--- src/rtl/timer_mode_controller.sv ---
// rtl/timer_mode_controller.sv - stopwatch/countdown timer control FSM with prescaled tick
// Optional feature macro: TIMER_AUTO_RELOAD_EN (countdown reloads from the latched preset instead of stopping)
module timer_mode_controller #(
    parameter int WIDTH    = 8,
    parameter int PRESCALE = 100
) (
    input  logic             clk,
    input  logic             rst,
    input  logic             mode_sel,
    input  logic [WIDTH-1:0] preset,
    input  logic             start,
    input  logic             pause,
    input  logic             clear,
    output logic [WIDTH-1:0] count,
    output logic [1:0]       state,
    output logic             mode,
    output logic             expired
);

    localparam int PW = $clog2(PRESCALE);
    localparam logic [PW-1:0] PRESC_LAST = PW'(PRESCALE - 1);

    typedef enum logic [1:0] {
        S_IDLE  = 2'b00,
        S_RUN   = 2'b01,
        S_PAUSE = 2'b10,
        S_DONE  = 2'b11
    } state_t;

    state_t           state_q, state_d;
    logic [WIDTH-1:0] count_q, count_d;
    logic [PW-1:0]    presc_q, presc_d;
    logic             mode_q, mode_d;
    logic             expired_q, expired_d;

    logic tick;
    logic at_sat;
    logic at_one;
    logic end_tick;
    logic reload;
    logic finish;
    logic go;

`ifdef TIMER_AUTO_RELOAD_EN
    logic [WIDTH-1:0] preset_q, preset_d;
`endif

    // pause outranks start, so a start with pause held is not a start
    assign go       = start && !pause;
    assign tick     = (state_q == S_RUN) && (presc_q == PRESC_LAST);
    assign at_sat   = (count_q == {WIDTH{1'b1}});
    assign at_one   = (count_q == WIDTH'(1));
    assign end_tick = tick && (mode_q ? at_one : at_sat);

`ifdef TIMER_AUTO_RELOAD_EN
    assign reload = end_tick && mode_q && (preset_q != '0);
`else
    assign reload = 1'b0;
`endif

    assign finish = end_tick && !reload;

    always_ff @(posedge clk or posedge rst) begin
        if (rst) begin
            state_q   <= S_IDLE;
            count_q   <= '0;
            presc_q   <= '0;
            mode_q    <= 1'b0;
            expired_q <= 1'b0;
`ifdef TIMER_AUTO_RELOAD_EN
            preset_q  <= '0;
`endif
        end else begin
            state_q   <= state_d;
            count_q   <= count_d;
            presc_q   <= presc_d;
            mode_q    <= mode_d;
            expired_q <= expired_d;
`ifdef TIMER_AUTO_RELOAD_EN
            preset_q  <= preset_d;
`endif
        end
    end

    always_comb begin
        state_d = state_q;
        if (clear) begin
            state_d = S_IDLE;
        end else begin
            case (state_q)
                S_IDLE: begin
                    if (go) begin
                        state_d = (mode_sel && (preset == '0)) ? S_DONE : S_RUN;
                    end
                end
                S_RUN: begin
                    // terminal tick wins over a coincident pause so expired still fires
                    if (finish) begin
                        state_d = S_DONE;
                    end else if (pause) begin
                        state_d = S_PAUSE;
                    end
                end
                S_PAUSE: begin
                    if (go) begin
                        state_d = S_RUN;
                    end
                end
                default: state_d = state_q;
            endcase
        end
    end

    always_comb begin
        count_d   = count_q;
        presc_d   = presc_q;
        mode_d    = mode_q;
        expired_d = 1'b0;
`ifdef TIMER_AUTO_RELOAD_EN
        preset_d  = preset_q;
`endif
        if (clear) begin
            count_d = '0;
            presc_d = '0;
        end else begin
            case (state_q)
                S_IDLE: begin
                    if (go) begin
                        mode_d    = mode_sel;
                        presc_d   = '0;
                        count_d   = mode_sel ? preset : '0;
                        expired_d = mode_sel && (preset == '0);
`ifdef TIMER_AUTO_RELOAD_EN
                        preset_d  = preset;
`endif
                    end
                end
                S_RUN: begin
                    presc_d = tick ? '0 : presc_q + PW'(1);
                    if (tick) begin
                        if (reload) begin
`ifdef TIMER_AUTO_RELOAD_EN
                            count_d = preset_q;
`endif
                            expired_d = 1'b1;
                        end else if (mode_q) begin
                            count_d = count_q - WIDTH'(1);
                        end else if (!at_sat) begin
                            count_d = count_q + WIDTH'(1);
                        end
                        if (finish) begin
                            expired_d = 1'b1;
                        end
                    end
                end
                default: begin
                    count_d = count_q;
                    presc_d = presc_q;
                end
            endcase
        end
    end

    assign count   = count_q;
    assign state   = state_q;
    assign mode    = mode_q;
    assign expired = expired_q;

endmodule

--- config.mk ---
export PLATFORM = sky130hd
export DESIGN_NAME = timer_mode_controller
export DESIGN_NICKNAME = d
export VERILOG_FILES = /design/src/rtl/timer_mode_controller.sv
export SDC_FILE = /design/constraint.sdc
export NUM_CORES = 1
export LEC_CHECK = 0
export ABC_AREA = 1
export BUFFER_PORTS_ARGS = -buffer_cell sky130_fd_sc_hd__buf_2
export CAP_MARGIN = 20
export CELL_PAD_IN_SITES_DETAIL_PLACEMENT = 1
export CELL_PAD_IN_SITES_GLOBAL_PLACEMENT = 1
export CORE_ASPECT_RATIO = 1.1
export CORE_MARGIN = 10
export CORE_UTILIZATION = 42
export CTS_BUF_LIST = sky130_fd_sc_hd__clkbuf_8 sky130_fd_sc_hd__clkbuf_16
export DETAILED_ROUTE_END_ITERATION = 6
export PLACE_DENSITY = 0.89
export SLEW_MARGIN = 20
export SYNTH_ARGS = -nofsm -noshare
export SYNTH_HDL_FRONTEND = slang
export SYNTH_SLANG_ARGS = --single-unit
--- constraint.sdc ---
create_clock -name clk -period 2.52 [get_ports clk]
set_input_delay 0.126 -clock clk [delete_from_list [all_inputs] [get_ports clk]]
set_output_delay 0.126 -clock clk [all_outputs]
set_load 0.05 [all_outputs]
* Word-level counts from Yosys, hierarchy flattened
Index checks and enable logic that the tools add are counted.
** Operators by class
- Add/subtract/negate cells :: 3
- Multiply operators :: 0
- Divide/modulo/power cells :: 0
- Order comparisons :: 0
- Eq/ne operators :: 10
- Shifts and indexed selects :: 0
- Mux-type cells :: 24
- Bitwise gates (word level) :: 1
- Reduce and logical (&&, ||, !) cells :: 13
** Operators by type and width (number)
- 8-bit 2-to-1 mux :: 6
- 7-bit 2-to-1 mux :: 3
- 8-bit case mux with 2 select lines :: 1
- 7-bit case mux with 2 select lines :: 1
- 2-bit 2-to-1 mux :: 6
- 3-bit inequality test (second input constant) :: 3
- 8-bit by 1-bit adder with 8-bit output (second input constant) :: 1
- 8-bit by 1-bit == test with 1-bit output (second input constant) :: 1
- 8-bit == test (second input constant) :: 1
- 8-bit zero test :: 1
- 4-bit inequality test (second input constant) :: 2
- 4-bit AND reduction :: 2
- 8-bit by 1-bit subtractor with 8-bit output (second input constant) :: 1
- 7-bit by 1-bit adder with 7-bit output (second input constant) :: 1
- 7-bit == test (second input constant) :: 1
- 2-bit case mux with 3 select lines :: 1
- 1-bit 2-to-1 mux :: 5
- 1-bit logical AND :: 4
- 4-bit nonzero test :: 1
- 3-bit AND reduction :: 1
- 3-bit nonzero test :: 1
- 2-bit by 1-bit == test with 1-bit output (second input constant) :: 1
- 2-bit == test (second input constant) :: 1
- 2-bit zero test :: 1
- other kinds (4) :: 4
** Storage, ports and cells
- Register bits after elaboration :: 19
- Latch bits :: 0
- RAM bits :: 0
- Memory bits (read-only) :: 0
- Bits of input ports :: 14
- Output and inout port bits :: 12
- Logic and storage cells :: 56
- Memories kept :: 0

* Logic depth before layout (Yosys ltp)
- Depth in word-level cells :: 7
- Gate-level depth with buffers :: 12
- Depth with buffers taken out :: 11

* Least setup slack after synthesis
No wires, ideal clock.
- Path kind :: register to register
- Start point :: register state_q[0] (netlist: state[0])
- End point :: register count_q[7] (netlist: count[7])
- Library setup time :: 118 ps
- Arrival time :: 1700 ps
- Data required time :: 2402 ps
- Slack :: 702 ps
- Cell stages (with the launch flop) :: 10
- Path buffers :: 1
- Clock period less this slack :: 1818 ps
- Cells stage by stage :: dfrtp_1 ha_1 inv_2 a21oi_1 nand2_1 nand2_1 buf_6 nor2_2 nand2_1 nand2_1
** Between the ends
- Word-level cells in the longest chain between the ends :: 4
- Elaborated cells between the ends (all ways) :: 10
- Classes of those cells :: 4 x eq/ne; 2 x mux; 4 x reduce/logical
** Ends and longest elaborated chain
- start, declared :: line 30 : state_t state_q, state_d;
- start signal, assigned :: line 74 : state_q <= state_d;
- 2-bit by 1-bit == test with 1-bit output :: line 50, 126
- 1-bit logical AND :: line 50 : assign tick = (state_q == S_RUN) && (presc_q == PRESC_LAST);
- 3-bit inequality test (no line)
- 4-bit AND reduction (no line)
- end signal, assigned :: line 75 : count_q <= count_d;
- end, declared :: line 31 : logic [WIDTH-1:0] count_q, count_d;
Several ways; a longest one is shown, not always the timed one.
A chain may end at the register's enable or synchronous reset.

* Final worst setup path
- Start point :: register state_q[1] (netlist: state[1])
- End point :: register count_q[5] (netlist: count[5])
The elaborated chain is that of the path after synthesis.

==> flow_summary.yaml <==
die:
  std_cell_core_area_um2: 3413
  die_area_um2: 6464
  floorplan.rows: 22
  floorplan.die.height_um: 83.33
  horizontal_die_dimension_um: 77.58
  design.portCount: 26
  start_util_pct: 44.87
grt:
  antenna_found_initial: 0
  grt_max_degree: 20
  global_route_overflow: 0
  grt_pass1_vias: 1668
  global_route_wire_length_before_repair_um: 7845
  grtUsageTotal_pct: 14.30
cells_and_area:
  antenna_cells_inserted: 0
  final_standard_cell_count_with_taps_included_and_fillers_excluded: 313
  final_nets: 287
  postLayoutCoreUtil_pct: 51.21
  layout-drive-gt1-share_pct: 17.74
  areaGrowthSynthToFinish_pct: 14.13
  finish.instance_area_um2: 1748
place:
  detailedPlacementHpwl_um: 3666
  routabilityCongestion: 0.8059
  dp_slack_ns: 0.6272
  post_dp_cell_area_um2: 1702
  io_buffers: 25
  place.detailed.instances: 309
sta:
  drv_slew: 0
  hold_violations: 19
  holdWs_ns: -0.007625
  min_period_ns: 1.909
  timing_worst_slew_pin_value_ns: 0.7567
  worst_slack_ns: 0.6108
  finalSetupViolCount: 0
  rsz0062_at_grt: "no"
  fin_setup_tns_ns: 0
  min_period_over_period_pct: 75.76
  max_freq_mhz: 523.8
  timing.clock.skew_ns: 0.004155
  slew_headroom_pct: 49.50
critical_path:
  cp_slowest_cell: "sky130_fd_sc_hd__dfrtp_1"
  slowest_delay_ns: 0.41
  end_kind: "flop"
  r2r.worst_path.cells: 9
  nature_of_the_critical_path_startpoint: "flop"
  worst_ep_arrival_time_ns: 2.06
  critical_path.cell_chain: "inv_1 -> ha_1 -> inv_2 -> a21oi_1 -> nand2_1 -> nand2_1 -> nor2_1 -> nand2_1 -> nand2_1"
  crit_path_max_fanout: 11
  cp.required_ns: 2.67
  worst-setup-path-type: "flop to flop"
  critPathMostFrequentCell: "sky130_fd_sc_hd__nand2_1"
logic_synthesis:
  synth.ff_latch_count: 19
  syn-instance-count: 237
  synthTopCellsByArea: "sky130_fd_sc_hd__dfrtp_1 (31%), sky130_fd_sc_hd__nand2_1 (22%), sky130_fd_sc_hd__inv_1 (6.4%)"
  yosysWarnings: 0
  ys_types: 25
  synthesis.nets: 258
  synthesis.area_um2: 1531
  per_instance_average_area_after_synthesis_um2: 6.462
  synth_top_cell_area_share_pct: 31.05
  synth_top_cell_by_area: "sky130_fd_sc_hd__dfrtp_1"
  yosysSeqAreaShare_pct: 31.05
drt:
  route.final.wire_length_um: 4368
  route.detailed.vias_per_inst: 4.904
  drt-wirelength-per-cell_um: 13.96
  detailedRoute.firstPassIterationCount: 4
  drt_iter0_drc: 35
  post-route-drc-count: 0
  via_count: 1535
  postRouteAntennaNets: 0
clock_network:
  post_cts.resized_instances: 0
  clock_tree.htree_level_count: 1
  clock_path_buffers: 2
  post-cts-setup-buffers: 0
  path_clk_slew_ns: 0.08
  cts_made_buffers: 3
  worst_skew_pair.late_latency_ns: 0.26
  cts_root_buf: "sky130_fd_sc_hd__clkbuf_8"
  cts_num_sinks: 19
  cts_hold_repair.buffers: 0
  tritoncts_clock_tree: "yes"
power:
  power_leakage_nw: 0.9034
  power_density_nw_per_um2: 1024
  worst_ir_drop_vdd_uv: 501.8
  total_power_mw: 1.789
worst_hold_path:
  hp-class: "input port to async pin"
run:
  drv.max_cap_violation_count: 0
status:
  violations_in_the_final_reports: "negative hold slack"
  status: "finished, violations left"
-- power breakdown --
| part | total, mW | switching, mW | internal [mW] |
|---|---|---|---|
| clock | 0.217 | 0.107 | 0.110 |
| combinational | 1.09 | 0.780 | 0.308 |
| sequential | 0.485 | 0.107 | 0.378 |
| total | 1.79 | 0.994 | 0.796 |
-- layout by cell type, fill, tap and decap left out, types with 3 or more instances in the layout --
cell	instances
sky130_fd_sc_hd__a21oi_1	11
sky130_fd_sc_hd__buf_2	25
sky130_fd_sc_hd__clkbuf_8	3
sky130_fd_sc_hd__dfrtp_1	19
sky130_fd_sc_hd__ha_1	7
sky130_fd_sc_hd__inv_1	26
sky130_fd_sc_hd__inv_4	3
sky130_fd_sc_hd__nand2_1	89
sky130_fd_sc_hd__nand2_4	3
sky130_fd_sc_hd__nand3_1	18
sky130_fd_sc_hd__nor2_1	24
sky130_fd_sc_hd__nor3_1	3
sky130_fd_sc_hd__o21ai_0	10
sky130_fd_sc_hd__o21ai_1	5
-- flip-flops by register name (all words and copies together), names as in the netlist --
register / flops
state: 2
presc_q: 7
mode: 1
expired: 1
count: 8
-- final cells by class --
cell class	count	area [µm²]
clock buffer	3	41.29
clock inverter	1	5.005
timing repair buffer	26	132.6
multi-input combinational	185	909.6
fill	501	1665
tap	48	60.06
inverter	31	123.9
sequential	19	475.5
-- kinds of logic after synthesis --
| logic type | synth area share (%) |
|---|---|
| DFF | 31.05 |
| AOI/OAI and AO/OA | 10.62 |
| buffers and inverters | 9.559 |
| adders and majority gates | 5.719 |
| and+or+nand+nor | 42.48 |
| xor gates and xnor gates | 0.5720 |
-- per-layer routing --
layer	GRT usage [%]	up-vias	wire [µm]
met2	24.89	16	2207
met1	17.65	710	2004
met4	3.960	0	46
li1	-	803	-
met5	0	-	0
met3	2.047	6	109
-- critical path: cells and delay by family (launching register included) --
kind,cells,cell delay [ns]
adder cells (fa/ha/maj),1,0.32
buffers and inverters,2,0.24
flip-flops,1,0.41
AO/OA/AOI/OAI,1,0.24
AND/OR/NAND/NOR,5,0.57
-- cells in the mapped netlist --
cell / n
sky130_fd_sc_hd__nand2_1: 89
sky130_fd_sc_hd__inv_1: 26
sky130_fd_sc_hd__nor2_1: 24
sky130_fd_sc_hd__dfrtp_1: 19
sky130_fd_sc_hd__nand3_1: 18
sky130_fd_sc_hd__a21oi_1: 11
sky130_fd_sc_hd__o21ai_0: 10
sky130_fd_sc_hd__ha_1: 7
sky130_fd_sc_hd__o21ai_1: 5
sky130_fd_sc_hd__inv_4: 3
sky130_fd_sc_hd__nand2_4: 3
sky130_fd_sc_hd__nor3_1: 3
sky130_fd_sc_hd__a22oi_1: 2
sky130_fd_sc_hd__buf_6: 2
sky130_fd_sc_hd__inv_2: 2
sky130_fd_sc_hd__nand2_2: 2
sky130_fd_sc_hd__nand4_1: 2
sky130_fd_sc_hd__nor2_4: 2
sky130_fd_sc_hd__a21oi_2: 1
sky130_fd_sc_hd__nand3_2: 1
sky130_fd_sc_hd__nand3b_1: 1
sky130_fd_sc_hd__nor2_2: 1
sky130_fd_sc_hd__nor3_4: 1
sky130_fd_sc_hd__o21ai_2: 1
sky130_fd_sc_hd__xnor2_1: 1
-- path summary, 6_finish.rpt --
check                                start          to  slack, ns
worst min-delay path                   rst    count[2]     -0.008
worst max register to register    state[1]    count[5]       0.61
min in group clk                  mode_sel        mode       0.18
max in group asynchronous              rst  presc_q[2]       2.06
worst max-delay path              state[1]    count[5]       0.61
worst min register to register  presc_q[0]  presc_q[0]       0.54
Note: power is estimated with default switching activity, not from simulation.
